<file path="src/rtl/fpga_data_source.sv">
// CSR-loaded byte buffer streamed out as one AXI4-Stream packet per GO command.
// Optional FPGA_DATA_SOURCE_PATTERN_EN adds a SEED-based counting pattern in place of the buffer.
module fpga_data_source #(
  parameter int unsigned DEPTH = 32,
  parameter int unsigned AW    = 5,
  parameter int unsigned DW    = 8
) (
  input  logic          clk,
  input  logic          reset_n,
  input  logic [1:0]    avs_address,
  input  logic          avs_chipselect,
  input  logic          avs_write_n,
  input  logic [31:0]   avs_writedata,
  output logic [31:0]   avs_readdata,
  output logic [DW-1:0] axis4_m_tdata,
  output logic          axis4_m_tvalid,
  output logic          axis4_m_tlast,
  input  logic          axis4_m_tready
);

  typedef enum logic [1:0] {StIdle, StFetch, StStream} state_e;

  state_e        state_q;
  logic          go_q, load_q, pat_q;
  logic [AW-1:0] load_addr_q;
  logic [7:0]    load_data_q;
  logic [AW:0]   len_q, plen_q, cnt_q;
  logic [AW-1:0] idx_q;
  logic          done_q, overrun_q, len_err_q;
  logic [DW-1:0] mem [DEPTH];

  logic          csr_wr, ctrl_wr, busy, cmd_reject;
  logic [AW:0]   len_sat;
  logic [AW-1:0] rd_idx;
  logic [DW-1:0] beat_byte;
  logic          unused_wdata;

`ifdef FPGA_DATA_SOURCE_PATTERN_EN
  logic [7:0]    seed_q, pseed_q;
  logic          pat_mode_q;
`endif

  assign csr_wr       = avs_chipselect && !avs_write_n;
  assign ctrl_wr      = csr_wr && (avs_address == 2'd0);
  assign busy         = (state_q != StIdle);
  assign cmd_reject   = ctrl_wr && busy && (avs_writedata[0] || avs_writedata[1]);
  assign len_sat      = (len_q > (AW+1)'(DEPTH)) ? (AW+1)'(DEPTH) : len_q;
  assign unused_wdata = ^avs_writedata;

  // Fetch presents beat 0; in stream the next beat is prepared for the accept edge.
  assign rd_idx = (state_q == StStream) ? idx_q + 1'b1 : idx_q;

  always_comb begin
    beat_byte = mem[rd_idx];
`ifdef FPGA_DATA_SOURCE_PATTERN_EN
    if (pat_mode_q) beat_byte = DW'(pseed_q + 8'(rd_idx));
`endif
  end

  // Buffer has no reset so its contents survive a mid-packet reset.
  always_ff @(posedge clk) begin
    if (state_q == StIdle && load_q) mem[load_addr_q] <= DW'(load_data_q);
  end

  always_comb begin
    avs_readdata = '0;
    case (avs_address)
      2'd0: begin
        avs_readdata[0]       = go_q;
        avs_readdata[1]       = load_q;
        avs_readdata[3]       = pat_q;
        avs_readdata[8 +: AW] = load_addr_q;
        avs_readdata[23:16]   = load_data_q;
      end
      2'd1: begin
        avs_readdata[0]         = busy;
        avs_readdata[1]         = done_q;
        avs_readdata[2]         = overrun_q;
        avs_readdata[3]         = len_err_q;
        avs_readdata[8 +: AW+1] = cnt_q;
      end
      2'd2: avs_readdata[AW:0] = len_q;
      default: begin
`ifdef FPGA_DATA_SOURCE_PATTERN_EN
        avs_readdata[7:0] = seed_q;
`endif
      end
    endcase
  end

  always_ff @(posedge clk or negedge reset_n) begin
    if (!reset_n) begin
      state_q        <= StIdle;
      go_q           <= 1'b0;
      load_q         <= 1'b0;
      pat_q          <= 1'b0;
      load_addr_q    <= '0;
      load_data_q    <= '0;
      len_q          <= '0;
      plen_q         <= '0;
      cnt_q          <= '0;
      idx_q          <= '0;
      done_q         <= 1'b0;
      overrun_q      <= 1'b0;
      len_err_q      <= 1'b0;
      axis4_m_tdata  <= '0;
      axis4_m_tvalid <= 1'b0;
      axis4_m_tlast  <= 1'b0;
`ifdef FPGA_DATA_SOURCE_PATTERN_EN
      seed_q         <= '0;
      pseed_q        <= '0;
      pat_mode_q     <= 1'b0;
`endif
    end else begin
      if (ctrl_wr && !cmd_reject) begin
        go_q        <= avs_writedata[0];
        load_q      <= avs_writedata[1];
        pat_q       <= avs_writedata[3];
        load_addr_q <= avs_writedata[8 +: AW];
        load_data_q <= avs_writedata[23:16];
      end else if (state_q == StIdle) begin
        go_q   <= 1'b0;
        load_q <= 1'b0;
      end
      if (cmd_reject) overrun_q <= 1'b1;
      if (csr_wr && avs_address == 2'd2) len_q <= avs_writedata[AW:0];
`ifdef FPGA_DATA_SOURCE_PATTERN_EN
      if (csr_wr && avs_address == 2'd3) seed_q <= avs_writedata[7:0];
`endif

      case (state_q)
        StIdle: begin
          if (go_q) begin
            done_q    <= 1'b0;
            overrun_q <= 1'b0;
            len_err_q <= 1'b0;
            if (len_q == '0) begin
              len_err_q <= 1'b1;
            end else begin
              cnt_q   <= '0;
              idx_q   <= '0;
              plen_q  <= len_sat;
              state_q <= StFetch;
`ifdef FPGA_DATA_SOURCE_PATTERN_EN
              pat_mode_q <= pat_q;
              pseed_q    <= seed_q;
`endif
            end
          end
        end
        StFetch: begin
          axis4_m_tvalid <= 1'b1;
          axis4_m_tdata  <= beat_byte;
          axis4_m_tlast  <= (plen_q == (AW+1)'(1));
          state_q        <= StStream;
        end
        StStream: begin
          if (axis4_m_tready) begin
            cnt_q <= cnt_q + 1'b1;
            if (axis4_m_tlast) begin
              axis4_m_tvalid <= 1'b0;
              axis4_m_tlast  <= 1'b0;
              axis4_m_tdata  <= '0;
              done_q         <= 1'b1;
              state_q        <= StIdle;
            end else begin
              idx_q         <= idx_q + 1'b1;
              axis4_m_tdata <= beat_byte;
              axis4_m_tlast <= ({1'b0, idx_q} + (AW+1)'(2) == plen_q);
            end
          end
        end
        default: state_q <= StIdle;
      endcase
    end
  end

endmodule

</file>
<file path="config.mk">
export PLATFORM = sky130hd
export DESIGN_NAME = fpga_data_source
export DESIGN_NICKNAME = d
export VERILOG_FILES = /design/src/rtl/fpga_data_source.sv
export SDC_FILE = /design/constraint.sdc
export NUM_CORES = 1
export LEC_CHECK = 0
export CAP_MARGIN = 10
export CORE_ASPECT_RATIO = 1.2
export CORE_MARGIN = 5
export CORE_UTILIZATION = 61
export CTS_CLUSTER_SIZE = 20
export DETAILED_ROUTE_END_ITERATION = 16
export DONT_BUFFER_PORTS = 1
export PLACE_DENSITY = 0.77
export SLEW_MARGIN = 40
export SYNTH_ARGS = -nofsm -noshare
export SYNTH_HDL_FRONTEND = slang
export SYNTH_SLANG_ARGS = --single-unit
</file>
<file path="constraint.sdc">
create_clock -name clk -period 2.6 [get_ports clk]
set_input_delay 0.52 -clock clk [delete_from_list [all_inputs] [get_ports clk]]
set_output_delay 0.52 -clock clk [all_outputs]
set_load 0.01 [all_outputs]
</file>
After elaboration in Yosys (flattened, before gate mapping)
Memory sizes are Yosys's and may differ from the RTL's.
Cells that the tools add are included.
Widths: inputs -> output; s select.
{"block": "word_totals", "ff_bits": 54, "latch_bits": 0, "ram_bits": 256, "romBits": 0, "output_inout_bits": 42, "word_cells": 103, "n_memories": 1}
{"block": "op_classes", "add_sub_neg": 3, "n_mul": 0, "n_div": 0, "order_cmp": 1, "eq_ne": 11, "shift": 0, "mux": 45, "bitwise": 1, "n_reduce_logical": 25}
{"memory": "mem", "words": 32, "word_bits": 8, "rd": 1, "rd_ports_with_merged_regs": 0, "wr": 1, "line": "30", "source": "logic [DW-1:0] mem [DEPTH];"}
{"op": "$mux 5", "count": 5}
{"op": "$mux 6", "count": 4}
{"op": "$mux 8", "count": 3}
{"op": "$pmux 5 s2", "count": 2}
{"op": "$mux 1", "count": 17}
{"op": "$pmux 8 s2", "count": 1}
{"op": "$pmux 2 s3", "count": 2}
{"op": "$pmux 6 s2", "count": 1}
{"op": "$reduce_and 4->1", "count": 3}
{"op": "$mux 2", "count": 5}
{"op": "$ne 2x2->1 const B", "count": 5}
{"op": "$pmux 1 s2", "count": 4}
{"op": "$reduce_bool 2->1", "count": 4}
{"op": "$logic_and 1x1->1", "count": 7}
{"op": "$add 5x2->6 const B", "count": 1}
{"op": "$add 6x1->6 const B", "count": 1}
{"op": "$eq 6x1->1 const B", "count": 1}
{"op": "$eq 6x6->1", "count": 1}
{"op": "$gt 6x6->1 const B", "count": 1}
{"op": "$logic_not 6->1", "count": 1}
{"op": "$reduce_and 3->1", "count": 2}
{"op": "$add 5x1->5 const B", "count": 1}
{"op": "$reduce_and 5->1", "count": 1}
{"op": "$eq 2x1->1 const B", "count": 2}
{"op": "7 further kinds", "count": 11}

Logic depth before layout (Yosys ltp)
{"block": "logic_depth", "depth_word": 8, "ltp_mapped": 10}

Worst setup path after synthesis
OpenSTA, ideal clock, no wires.
{"block": "synth_timing", "path_kind": "register to register", "from": "register idx_q[0]", "to": "register axis4_m_tdata[3]", "setup_time_ns": 0.130, "arrival_ns": 1.951, "required_ns": 2.470, "slack_ns": 0.519, "stages_incl_launch_ff": 11, "synth_period_minus_slack_ns": 2.081, "cell_sequence": "dfrtp_1 > ha_1 > buf_2 > inv_1 > clkbuf_1 > nand2_1 > buf_2 > o2111ai_1 > o311ai_1 > a32oi_1 > o21ai_0"}
{"block": "synth_between", "elab_chain_cells": 6}
{"element": "from (decl)", "line": "28", "source": "logic [AW-1:0] idx_q;"}
{"element": "from (signal assigned)", "line": "167", "source": "idx_q <= idx_q + 1'b1;"}
{"element": "$add 5x1->5", "line": "51", "source": "assign rd_idx = (state_q == StStream) ? idx_q + 1'b1 : idx_q;"}
{"element": "$mux 5 (*)", "line": "51"}
{"element": "$mem_v2 32x8 (*)"}
{"element": "$mux 8", "line": "160", "source": "if (axis4_m_tlast) begin"}
{"element": "$mux 8", "line": "158", "source": "if (axis4_m_tready) begin"}
{"element": "$pmux 8 s2 (*)", "line": "131", "source": "case (state_q)"}
{"element": "to (signal assigned)", "line": "153", "source": "axis4_m_tdata <= beat_byte;"}
{"element": "to (signal assigned)", "line": "168", "source": "axis4_m_tdata <= beat_byte;"}
{"element": "to (decl)", "line": "15", "source": "output logic [DW-1:0] axis4_m_tdata,"}
Every way passes the cells marked *; elsewhere a longest branch is shown, timed or not. The select of a mux whose other input is x is not followed.
A chain may end at the register's enable or synchronous reset.

Final worst setup path
{"block": "layout_timing", "from": "register idx_q[1]", "to": "register axis4_m_tdata[7]"}
The elaborated chain is that of the path after synthesis.

==> out/metrics.cfg <==
[run_status]
status = completed

[floorplanning]
die_y_um = 188
die-area_um2 = 29900
rows = 65
coreArea_um2 = 26200
fp.dieW_um = 159
io_pins = 81
start_util_pct = 61.7

[finish]
syn_to_final_growth_pct = 10.6
layout_commonest_cell = edfxtp_1
final_nets = 1412
finalCoreUtilization_pct = 68.3
drive_above_1_share_pct = 19.0
fillerInstances = 1800
final_cell_mix = edfxtp_1, a21oi_1, nand2_1, buf_4, mux2_2

[clock_network]
cts_buffer_depth = 3
insertion_delay_ns = 0.55
cts_setup_buffers = 0
cts_sinks = 310
root_buffer = clkbuf_16
cts_tree = done
cts_made_buffers = 29
h-tree-depth = 1
clk_pin_slew_ns = 0.07

[synthesis]
yosys-mux-area-fraction_pct = 10.7
async_flop_share_pct = 17.4
ys_top_cells_by_area = edfxtp_1, dfrtp_1, mux2_2, a21oi_1, mux2i_1
synth-edff-count = 256
synth_xor_area_share_pct = 1.05
avgSynthCellArea_um2 = 12.0
netlist_instances = 1348
synthAdderAreaFrac_pct = 0.542
synth_cell_types = 75
synthSimpleGateAreaFrac_pct = 9.52
yosys_warnings = 0
yosysTopAreaCell = edfxtp_1
synth_seq_cells = 310
seq_area_frac_synth_pct = 55.9
synth_top_family_by_area = compound AO/OA/AOI/OAI gates
netlist_area_um2 = 16200
synth_top_area_share_pct = 47.5
synth_compound_area_share_pct = 17.9
synth_ff_type = edfxtp_1

[sta]
fin_crit_sh_pct = 96.3
worst_slack_ns = 0.0963
worst_slew_pin_slew_ns = 0.715
finalSetupViolCount = 0
final-hold-violation-count = 0
slew_headroom_pct = 52.2
rsz0062_at_grt = no
tns_ns = 0
skew_ns = 0.0162
fmax_ghz = 0.399
finalCriticalPeriod_ns = 2.50
drv_slew = 0

[global_route]
met3_usage_pct = 3.95
grt_busiest_layer = met2
grt_use_met1_pct = 36.8
grt_pass1_wl_mm = 66.0
first_global_vias = 11700
grt-ovfl-total = 0
grt_max_degree = 87
grt.total_usage_pct = 28.1
antenna_found_initial = 0
grtUsageMet2_pct = 47.8

[power]
power.density_nw_per_um2 = 1240
p_leak_nw = 6.26
vdd_ir_drop_max_v = 0.00118

[detailed_routing]
drc = 0
drtPass1Iterations = 5
drt_iter0_drc = 1324
drt-total-wl_mm = 42.5
vias = 12000
drt-wirelength-per-cell_um = 24.6
via_per_inst = 6.94
antenna_left = 0

[critical_path]
cp-start-kind = flop
path_class = flop to flop
r2r-start = idx_q[1]
path_max_fanout = 26
cp.arrival_ns = 2.92
timing.rr.end = axis4_m_tdata[7]
rrSetupSlack_ns = 0.1
cp-end-kind = flop
required_ns = 3.02
r2r_cells = 8

[min_path]
min-delay-start = avs_writedata[1]
min_to = load_q
hp-class = primary input to flop
whs_path_depth = 2

[placement]
dp_slack_ns = 0.0781
portBuffers = 0
dpl.hpwl_mm = 27.5
gp_congestion = 0.866

[job]
maxCapViolCount = 0

synth_stat cells (7+ instances only):
cell	instances
o311ai_0	10
nand2_1	101
buf_2	64
buf_4	23
edfxtp_1	256
dfrtp_1	54
a211oi_1	68
buf_1	7
a21oi_1	139
mux2i_1	57
a21o_1	25
ha_1	7
nand4_1	9
nor2b_1	8
nor4_1	19
clkbuf_1	27
and2_1	15
nor2_1	51
o211ai_1	8
a22o_1	13
nor3b_1	10
nor3_1	21
o21ai_0	24
inv_1	9
o22ai_1	40
nand3_1	45
mux4_2	13
a211o_1	36
o41ai_1	7
mux2_2	77
final cells by class:
cell class / count / area (µm²) / share of cell area, %
antenna: 1 / 2.50 / 0.0140
clock buffer: 37 / 776 / 4.34
clock inverter: 17 / 169 / 0.945
inverter: 10 / 40.0 / 0.224
multi-input combinational: 914 / 6500 / 36.4
sequential: 310 / 9050 / 50.6
tap: 335 / 419 / 2.34
timing repair buffer: 101 / 926 / 5.18
how the worst max path moves through the flow:
stage,startpoint,end,slack (ns),depth (start not counted)
2_1_floorplan,idx_q[0],axis4_m_tdata[3],0.52,10
3_3_place_gp,state_q[0],axis4_m_tdata[7],0.10,7
3_5_place_dp,state_q[0],axis4_m_tdata[7],0.08,7
4_1_cts,state_q[0],axis4_m_tdata[7],0.09,7
5_1_grt,idx_q[1],axis4_m_tdata[4],0.008,8
6_report,idx_q[1],axis4_m_tdata[7],0.1,8
worst max-delay path, cell delays in order, from the launching register on:
cell      delay [ns]
dfrtp_4         0.54
ha_4            0.36
buf_12          0.22
buf_12          0.18
mux2_2          0.34
o22ai_1         0.17
nor4_1          0.08
o21ai_0         0.32
o211ai_1        0.15
sequential cells by signal, summed over array words and instances, names as in the netlist, 5 cells and up:
signal	cells
mem	256
axis4_m_tdata	8
load_data_q	8
cnt_q	6
len_q	6
plen_q	6
idx_q	5
load_addr_q	5
report_power, final:
group / switching, mW / total (mW) / internal, mW / leakage (nW)
combinational: 6.82 / 11.3 / 4.45 / 2.81
sequential: 0.508 / 6.73 / 6.23 / 2.99
clock: 1.82 / 4.23 / 2.41 / 0.461
total: 9.14 / 22.2 / 13.1 / 6.26
layer usage:
metal  vias to the layer above  routed length, µm
li1                       5313                  -
met1                      5894              15700
met2                       656              21700
met3                       101               3660
met4                         0               1420
met5                         -                  0
per-stage QoR:
step / hold WS [ns] / instances / total power [mW] / instance area (µm²)
2_1_floorplan: 0.224 / 1359 / 14.3 / 16200
3_3_place_gp: 0.226 / 1668 / 17.5 / 16900
3_5_place_dp: 0.226 / 1668 / 17.8 / 16900
4_1_cts: 0.0885 / 1724 / 22.0 / 17900
5_1_grt: 0.0871 / 1724 / 23.3 / 17900
6_report: 0.0983 / 1725 / 22.2 / 17900
cells by family after synthesis:
kind of cell | count (synthesis)
flops | 310
compound gates | 423
fa+ha+maj | 7
simple gates | 309
xor+xnor | 16
mux | 147
buf+inv | 135
other cells | 1
repair_timing:
item,4_1_cts,5_1_grt
resized for setup,0,5
hold endpoints to repair,54,0
endpoints found under the setup margin,0,5
hold buffers,2,0
No activity file was read; power rests on OpenSTA's default activity.
